### config.mk
export PLATFORM = sky130hd
export DESIGN_NAME = csr_reg
export DESIGN_NICKNAME = d
export VERILOG_FILES = /design/src/rtl/csr_reg.sv
export SDC_FILE = /design/constraint.sdc
export NUM_CORES = 1
export LEC_CHECK = 0
export BUFFER_PORTS_ARGS = -buffer_cell sky130_fd_sc_hd__buf_2
export CAP_MARGIN = 20
export CORE_MARGIN = 10
export CORE_UTILIZATION = 30
export CTS_CLUSTER_SIZE = 12
export DETAILED_ROUTE_END_ITERATION = 6
export PLACE_DENSITY = 0.48
export SETUP_SLACK_MARGIN = 0.1
export SLEW_MARGIN = 15
export SYNTH_ARGS = -nofsm -noshare
export SYNTH_HDL_FRONTEND = slang
export SYNTH_SLANG_ARGS = --single-unit
### constraint.sdc
create_clock -name clk -period 9.07 [get_ports clk]
set_input_delay 1.814 -clock clk [delete_from_list [all_inputs] [get_ports clk]]
set_output_delay 1.814 -clock clk [all_outputs]
set_load 0.05 [all_outputs]
### src/rtl/csr_reg.sv
// csr_reg: machine-mode CSR file with trap/mret handling and a same-cycle
// read-after-write bypass. Reads are combinational; all state updates on the
// rising edge of clk, cleared asynchronously by rst_n.
// Build option: define CSR_COUNTERS_EN to implement the 64-bit mcycle and
// minstret counters and their read-only cycle/instret aliases.
module csr_reg (
    input  logic        clk,
    input  logic        rst_n,
    input  logic        csr_wen_i,
    input  logic [31:0] csr_waddr_i,
    input  logic [31:0] csr_wdata_i,
    input  logic [31:0] csr_raddr_i,
    output logic [31:0] csr_rdata_o,
    input  logic        retire_i,
    input  logic        trap_i,
    input  logic [31:0] trap_pc_i,
    input  logic [31:0] trap_cause_i,
    input  logic        mret_i,
    output logic [31:0] mtvec_o,
    output logic [31:0] mepc_o,
    output logic        mie_o
);

    localparam logic [11:0] ADDR_MSTATUS  = 12'h300;
    localparam logic [11:0] ADDR_MISA     = 12'h301;
    localparam logic [11:0] ADDR_MIE      = 12'h304;
    localparam logic [11:0] ADDR_MTVEC    = 12'h305;
    localparam logic [11:0] ADDR_MSCRATCH = 12'h340;
    localparam logic [11:0] ADDR_MEPC     = 12'h341;
    localparam logic [11:0] ADDR_MCAUSE   = 12'h342;
    localparam logic [11:0] ADDR_MTVAL    = 12'h343;
    localparam logic [11:0] ADDR_MCYCLE   = 12'hB00;
    localparam logic [11:0] ADDR_MCYCLEH  = 12'hB80;
    localparam logic [11:0] ADDR_MINSTRET = 12'hB02;
    localparam logic [11:0] ADDR_MINSTRETH= 12'hB82;
    localparam logic [11:0] ADDR_CYCLE    = 12'hC00;
    localparam logic [11:0] ADDR_CYCLEH   = 12'hC80;
    localparam logic [11:0] ADDR_INSTRET  = 12'hC02;
    localparam logic [11:0] ADDR_INSTRETH = 12'hC82;
    localparam logic [31:0] MISA_VALUE    = 32'h4000_0100;

    // mstatus as software sees it: MPP fixed at machine mode, MIE/MPIE live.
    function automatic logic [31:0] mstatus_view(input logic mie, input logic mpie);
        return {19'b0, 2'b11, 3'b0, mpie, 3'b0, mie, 3'b0};
    endfunction

    // CSRs that accept software writes (and therefore participate in bypass).
    function automatic logic is_writable(input logic [11:0] addr);
        case (addr)
            ADDR_MSTATUS, ADDR_MIE, ADDR_MTVEC, ADDR_MSCRATCH,
            ADDR_MEPC, ADDR_MCAUSE, ADDR_MTVAL: return 1'b1;
`ifdef CSR_COUNTERS_EN
            ADDR_MCYCLE, ADDR_MCYCLEH, ADDR_MINSTRET, ADDR_MINSTRETH: return 1'b1;
`endif
            default: return 1'b0;
        endcase
    endfunction

    // Value a write would leave visible, after the per-register field masks.
    function automatic logic [31:0] write_view(input logic [11:0] addr, input logic [31:0] data);
        case (addr)
            ADDR_MSTATUS: return mstatus_view(data[3], data[7]);
            ADDR_MEPC:    return {data[31:2], 2'b00};
            default:      return data;
        endcase
    endfunction

    logic [11:0] waddr;
    logic [11:0] raddr;
    assign waddr = csr_waddr_i[11:0];
    assign raddr = csr_raddr_i[11:0];

    logic        status_mie;
    logic        status_mpie;
    logic [31:0] mie_csr;
    logic [31:0] mtvec;
    logic [31:0] mscratch;
    logic [29:0] mepc_hi;
    logic [31:0] mcause;
    logic [31:0] mtval;
    logic [31:0] state_rdata;
    logic        bypass;

    // mstatus.MIE/MPIE: trap beats mret beats a software write.
    always_ff @(posedge clk or negedge rst_n) begin
        // NOTE: sequential state uses <= so every flop samples pre-edge values.
        if (!rst_n) begin
            status_mie  <= 1'b0;
            status_mpie <= 1'b0;
        end else if (trap_i) begin
            status_mpie <= status_mie;
            status_mie  <= 1'b0;
        end else if (mret_i) begin
            status_mie  <= status_mpie;
            status_mpie <= 1'b1;
        end else if (csr_wen_i && waddr == ADDR_MSTATUS) begin
            status_mie  <= csr_wdata_i[3];
            status_mpie <= csr_wdata_i[7];
        end
    end

    // Plain CSRs; a trap overrides software writes to mepc and mcause only.
    always_ff @(posedge clk or negedge rst_n) begin
        if (!rst_n) begin
            mie_csr  <= '0;
            mtvec    <= '0;
            mscratch <= '0;
            mepc_hi  <= '0;
            mcause   <= '0;
            mtval    <= '0;
        end else begin
            if (csr_wen_i && waddr == ADDR_MIE)      mie_csr  <= csr_wdata_i;
            if (csr_wen_i && waddr == ADDR_MTVEC)    mtvec    <= csr_wdata_i;
            if (csr_wen_i && waddr == ADDR_MSCRATCH) mscratch <= csr_wdata_i;
            if (csr_wen_i && waddr == ADDR_MTVAL)    mtval    <= csr_wdata_i;
            if (trap_i) begin
                mepc_hi <= trap_pc_i[31:2];
                mcause  <= trap_cause_i;
            end else begin
                if (csr_wen_i && waddr == ADDR_MEPC)   mepc_hi <= csr_wdata_i[31:2];
                if (csr_wen_i && waddr == ADDR_MCAUSE) mcause  <= csr_wdata_i;
            end
        end
    end

`ifdef CSR_COUNTERS_EN
    logic [63:0] mcycle;
    logic [63:0] minstret;

    // Free-running counters; a write to either half replaces it and skips the increment.
    always_ff @(posedge clk or negedge rst_n) begin
        if (!rst_n) begin
            mcycle   <= '0;
            minstret <= '0;
        end else begin
            if (csr_wen_i && waddr == ADDR_MCYCLE)       mcycle[31:0]  <= csr_wdata_i;
            else if (csr_wen_i && waddr == ADDR_MCYCLEH) mcycle[63:32] <= csr_wdata_i;
            else                                         mcycle        <= mcycle + 64'd1;

            if (csr_wen_i && waddr == ADDR_MINSTRET)       minstret[31:0]  <= csr_wdata_i;
            else if (csr_wen_i && waddr == ADDR_MINSTRETH) minstret[63:32] <= csr_wdata_i;
            else if (retire_i)                             minstret        <= minstret + 64'd1;
        end
    end

    logic unused_ok;
    assign unused_ok = ^{csr_waddr_i[31:12], csr_raddr_i[31:12], trap_pc_i[1:0]};
`else
    logic unused_ok;
    assign unused_ok = ^{csr_waddr_i[31:12], csr_raddr_i[31:12], trap_pc_i[1:0], retire_i};
`endif

    // Read decode of registered state; unmapped addresses read zero.
    always_comb begin
        // NOTE: assign a default first so no path leaves the output unassigned (no latch).
        state_rdata = '0;
        case (raddr)
            ADDR_MSTATUS:  state_rdata = mstatus_view(status_mie, status_mpie);
            ADDR_MISA:     state_rdata = MISA_VALUE;
            ADDR_MIE:      state_rdata = mie_csr;
            ADDR_MTVEC:    state_rdata = mtvec;
            ADDR_MSCRATCH: state_rdata = mscratch;
            ADDR_MEPC:     state_rdata = {mepc_hi, 2'b00};
            ADDR_MCAUSE:   state_rdata = mcause;
            ADDR_MTVAL:    state_rdata = mtval;
`ifdef CSR_COUNTERS_EN
            ADDR_MCYCLE,   ADDR_CYCLE:    state_rdata = mcycle[31:0];
            ADDR_MCYCLEH,  ADDR_CYCLEH:   state_rdata = mcycle[63:32];
            ADDR_MINSTRET, ADDR_INSTRET:  state_rdata = minstret[31:0];
            ADDR_MINSTRETH,ADDR_INSTRETH: state_rdata = minstret[63:32];
`endif
            default:       state_rdata = '0;
        endcase
    end

    // Forward an in-flight write to the reader; suppressed while in reset.
    assign bypass      = rst_n && csr_wen_i && (waddr == raddr) && is_writable(waddr);
    assign csr_rdata_o = bypass ? write_view(waddr, csr_wdata_i) : state_rdata;

    assign mtvec_o = mtvec;
    assign mepc_o  = {mepc_hi, 2'b00};
    assign mie_o   = status_mie;

endmodule

**After elaboration in Yosys (flattened, before gate mapping)**

Index checks and enable logic that the tools add are counted.

- Register bits after elaboration: 192
- Output and inout bits: 97

- Eq/ne operators: 16
- Mux-type cells: 14
- Reduce and logical (&&, ||, !) cells: 14

Operator list:

| kind | count |
|---|---|
| $pmux W32 S8 | 1 |
| $eq A12 B10 Y1 const B | 15 |
| $mux W32 | 3 |
| $pmux W32 S2 | 1 |
| $mux W30 | 2 |
| $eq A12 B12 Y1 | 1 |
| $logic_and A1 B1 Y1 | 10 |
| $mux W1 | 7 |
| $reduce_or A7 Y1 | 1 |
| $reduce_bool A2 Y1 | 2 |
| $reduce_bool A3 Y1 | 1 |

**Longest topological paths before layout**

- Word-level depth: 5
- Gate-level depth with buffers: 9
- Gate-level depth less buffers: 5

**Worst setup path after synthesis**

OpenSTA, ideal clock, no wires.

- Kind: input port to output port
- Start: in csr_waddr_i[3]
- End: out csr_rdata_o[0]
- Arrival time: 4.461 ns
- Path slack: 2.795 ns
- Stages on the path: 7
- Cells stage by stage: or4_4 -> or2_0 -> or4_1 -> buf_2 -> nor2_1 -> buf_4 -> mux2i_1

- Cells in the longest elaborated chain, start to end: 5
- Elaborated cells on any way between the ends: 14

Ends and longest elaborated chain:

| element | line | RTL |
|---|---|---|
| start: declaration | 10 | `input logic [31:0] csr_waddr_i,` |
| $eq A12 B10 Y1 (on tied branches) | 49, 61 |  |
| $reduce_or A7 Y1 | 49 | `case (addr)` |
| $mux W1 | 49 |  |
| $logic_and A1 B1 Y1 | 177 | `assign bypass = rst_n && csr_wen_i && (waddr == raddr) && is_writable(waddr);` |
| $mux W32 * | 178 | `assign csr_rdata_o = bypass ? write_view(waddr, csr_wdata_i) : state_rdata;` |
| end: declaration | 13 | `output logic [31:0] csr_rdata_o,` |

Every way passes the cells marked *; elsewhere a longest branch is shown, timed or not.

**Worst setup path in the final report**

- Start: in csr_waddr_i[3]
- End: out csr_rdata_o[6]

Same word-level chain as after synthesis.

==> metrics.yaml <==
run_status: "finished clean"
cellPowerDensity_nw_per_um2: 155.9
drtAntennaViolNets: 0
fin_crit_ns: 6.647
cts_max_level: 4
finish.instance_area_um2: 12130
worst_ir_drop_vdd_mv: 0.1155
seq_area_um2: 4805
cts_made_buffers: 17
multi_input_area_um2: 4842
cts_buffer_depth: 2
syn_area_um2: 10000
grt_max_degree: 74
yosysSeqAreaShare_pct: 48.02
cp_slowest_stage_delay_ns: 0.69
power_mw: 1.892
ys_ff_latch: 192
worstSetupStartpointType: "input pin"
clock_latency_ns: 0.44
start_util_pct: 30.59
syn_inst: 881
num_io_pins: 263
finalClockSkew_ns: 0.01075
hold_viol: 0
rsz0062_at_grt: "no"
p_leak_nw: 6.163
die_x_um: 202.6
cp_cell_sequence: "buf_2 -> or4_4 -> or2_0 -> or4_1 -> nor3_4 -> buf_8 -> a22o_1 -> buf_2"
fin_crit_sh_pct: 73.28
routed_wl_um: 35470
fin_nets: 1233
worstSetupPathType: "in2out"
grt_usage_pct: 17.11
hold_start: "mscratch[7]"
worstReg2RegStart: "mepc_hi[23]"
worstHoldPathType: "reg2reg"
clock.fmax_mhz: 150.4
timing.reg2reg.setup_slack_ns: 8.13
clock-sinks: 192
hold_end: "mscratch[7]"
diodes: 0
grt_pass1_vias: 8233
drt-initial-drc-count: 582
drive_above_1_share_pct: 39.54
ctsHoldBuffers: 0
endpoint_kind: "output port"
die_area_um2: 41050
post_cts_buffers: 0
worst_pin_slew_ns: 1.061
ys_async_sr_fraction_pct: 100.0
yosysMostFrequentCell: "dfrtp_1"
cts-root-buf: "clkbuf_16"
core_area_um2: 32700
grt_pass1_wl_um: 54210
rows: 66
drv_slew: 0
synth_ff_type: "dfrtp_1"
dp_hpwl_um: 23880
place_area_um2: 11560
critPathBufInv: 3
critPathArrivalTime_ns: 4.83
crit_top_cell: "buf_2"
grt_overflow: 0
antenna_found_initial: 0
syn_area_per_cell_um2: 11.36
path_max_fanout: 11
holdPathStages: 1
avgRoutedWirePerCell_um: 23.30
drc_errors: 0
cts_tree: "done"
yosys-top-cells-count: "dfrtp_1 (192), mux2_2 (141), mux2i_1 (79)"
viasPerCell: 5.198
crit_path_top_delay_cell: "or4_1"
maxCapViolations: 0
tns_ns: 0
clkTransAtPathRegs_ns: 0.07
required_ns: 7.26
cpLargestDelayFamily: "simple AND/OR/NAND/NOR gates"
n_fill_cell: 3368
portBuffers: 217
reg2reg_to: "mepc_hi[23]"
synth_edf_count: 0
vias: 7912
synth_top_area_share_pct: 48.02
r2r_cells: 2
cts_resized: 0
die_y_um: 202.6
yosys.cell_types.count: 54
ys_warn_count: 0
first_pass_iters: 5
synth_top_area_cell: "dfrtp_1"
synthToLayoutAreaGrowth_pct: 21.29
finalSetupViolCount: 0
gp_congestion: 0.7685
post-route-util_pct: 37.11
synth_area_leaders: "dfrtp_1 (48%), mux2_2 (16%), mux2i_1 (7.9%)"
relSlewSlack_pct: 29.29
==> where the power goes <==
group          total, mW  switching (mW)  leakage, nW  internal (mW)
Clock              0.752           0.384        0.282          0.368
Combinational      0.237           0.161         3.35         0.0764
Sequential         0.903          0.0199         2.54          0.883
Total               1.89           0.565         6.16           1.33
==> worst max path at each step <==
stage / startpoint / endpoint / slack (ns) / depth (start not counted)
after CTS: csr_raddr_i[11] / csr_rdata_o[9] / 2.03 / 7
after floorplan: csr_waddr_i[3] / csr_rdata_o[0] / 2.80 / 7
after global placement: csr_raddr_i[11] / csr_rdata_o[9] / 2.02 / 7
final: csr_waddr_i[3] / csr_rdata_o[6] / 2.42 / 8
after detailed placement: csr_raddr_i[11] / csr_rdata_o[9] / 2.03 / 7
after global routing: csr_raddr_i[11] / csr_rdata_o[10] / 2.28 / 8
==> registers in the layout (all words and copies together), names as in the netlist <==
signal       cells
mie_csr         32
mscratch        32
mcause          32
mie_o            1
mtval           32
status_mpie      1
mepc_hi         30
mtvec_o         32
==> metrics by stage <==
stage          worst slack [ns]  std cells  hold slack, ns
3_3_place_gp              2.024       1487          0.4622
2_1_floorplan             2.795        882          0.4522
4_1_cts                   2.028       1521          0.4921
6_report                  2.423       1522          0.4904
5_1_grt                   2.276       1522          0.5108
3_5_place_dp              2.028       1489          0.4751
==> area by class of cell <==
cell class	count	area share (%)
sequential	192	39.60
clock inverter	14	1.165
timing repair buffer	238	10.59
tap	442	4.558
inverter	21	0.6496
multi-input combinational	597	39.91
clock buffer	18	3.537
==> per-layer routing <==
metal | GRT usage, % | wire (um) | vias to the layer above
met2 | 28.47 | 17230 | 211
met3 | 3.041 | 1611 | 14
met5 | 0 | 0 | -
met4 | 3.091 | 209 | 0
met1 | 22.94 | 16420 | 4063
li1 | - | - | 3624
==> layout by cell type, fill, tap and decap left out, drive strengths merged, types with 3 or more instances in the layout <==
cell type  count
mux2         149
xnor2         11
or4            5
nand2b         4
a221o         15
nor2b         19
nand2         74
nand4          7
buf          237
a21oi         38
clkbuf        19
nor4           3
mux4           7
a221oi        18
o22ai          3
clkinv         6
dfrtp        192
a31oi         16
mux2i         79
inv           29
nor2          32
a222oi         6
a22o          32
nor3b          3
o21ai         47
nor3           4
==> cells by family after synthesis <==
logic type / Yosys count / synth area share (%)
AOI/OAI and AO/OA: 183 / 12.61
and+or+nand+nor: 165 / 8.104
muxes: 235 / 26.25
xor gates and xnor gates: 12 / 1.051
DFF: 192 / 48.02
buffers and inverters: 93 / 3.927
other: 1 / 0.03748
No activity file was read; power rests on OpenSTA's default activity.
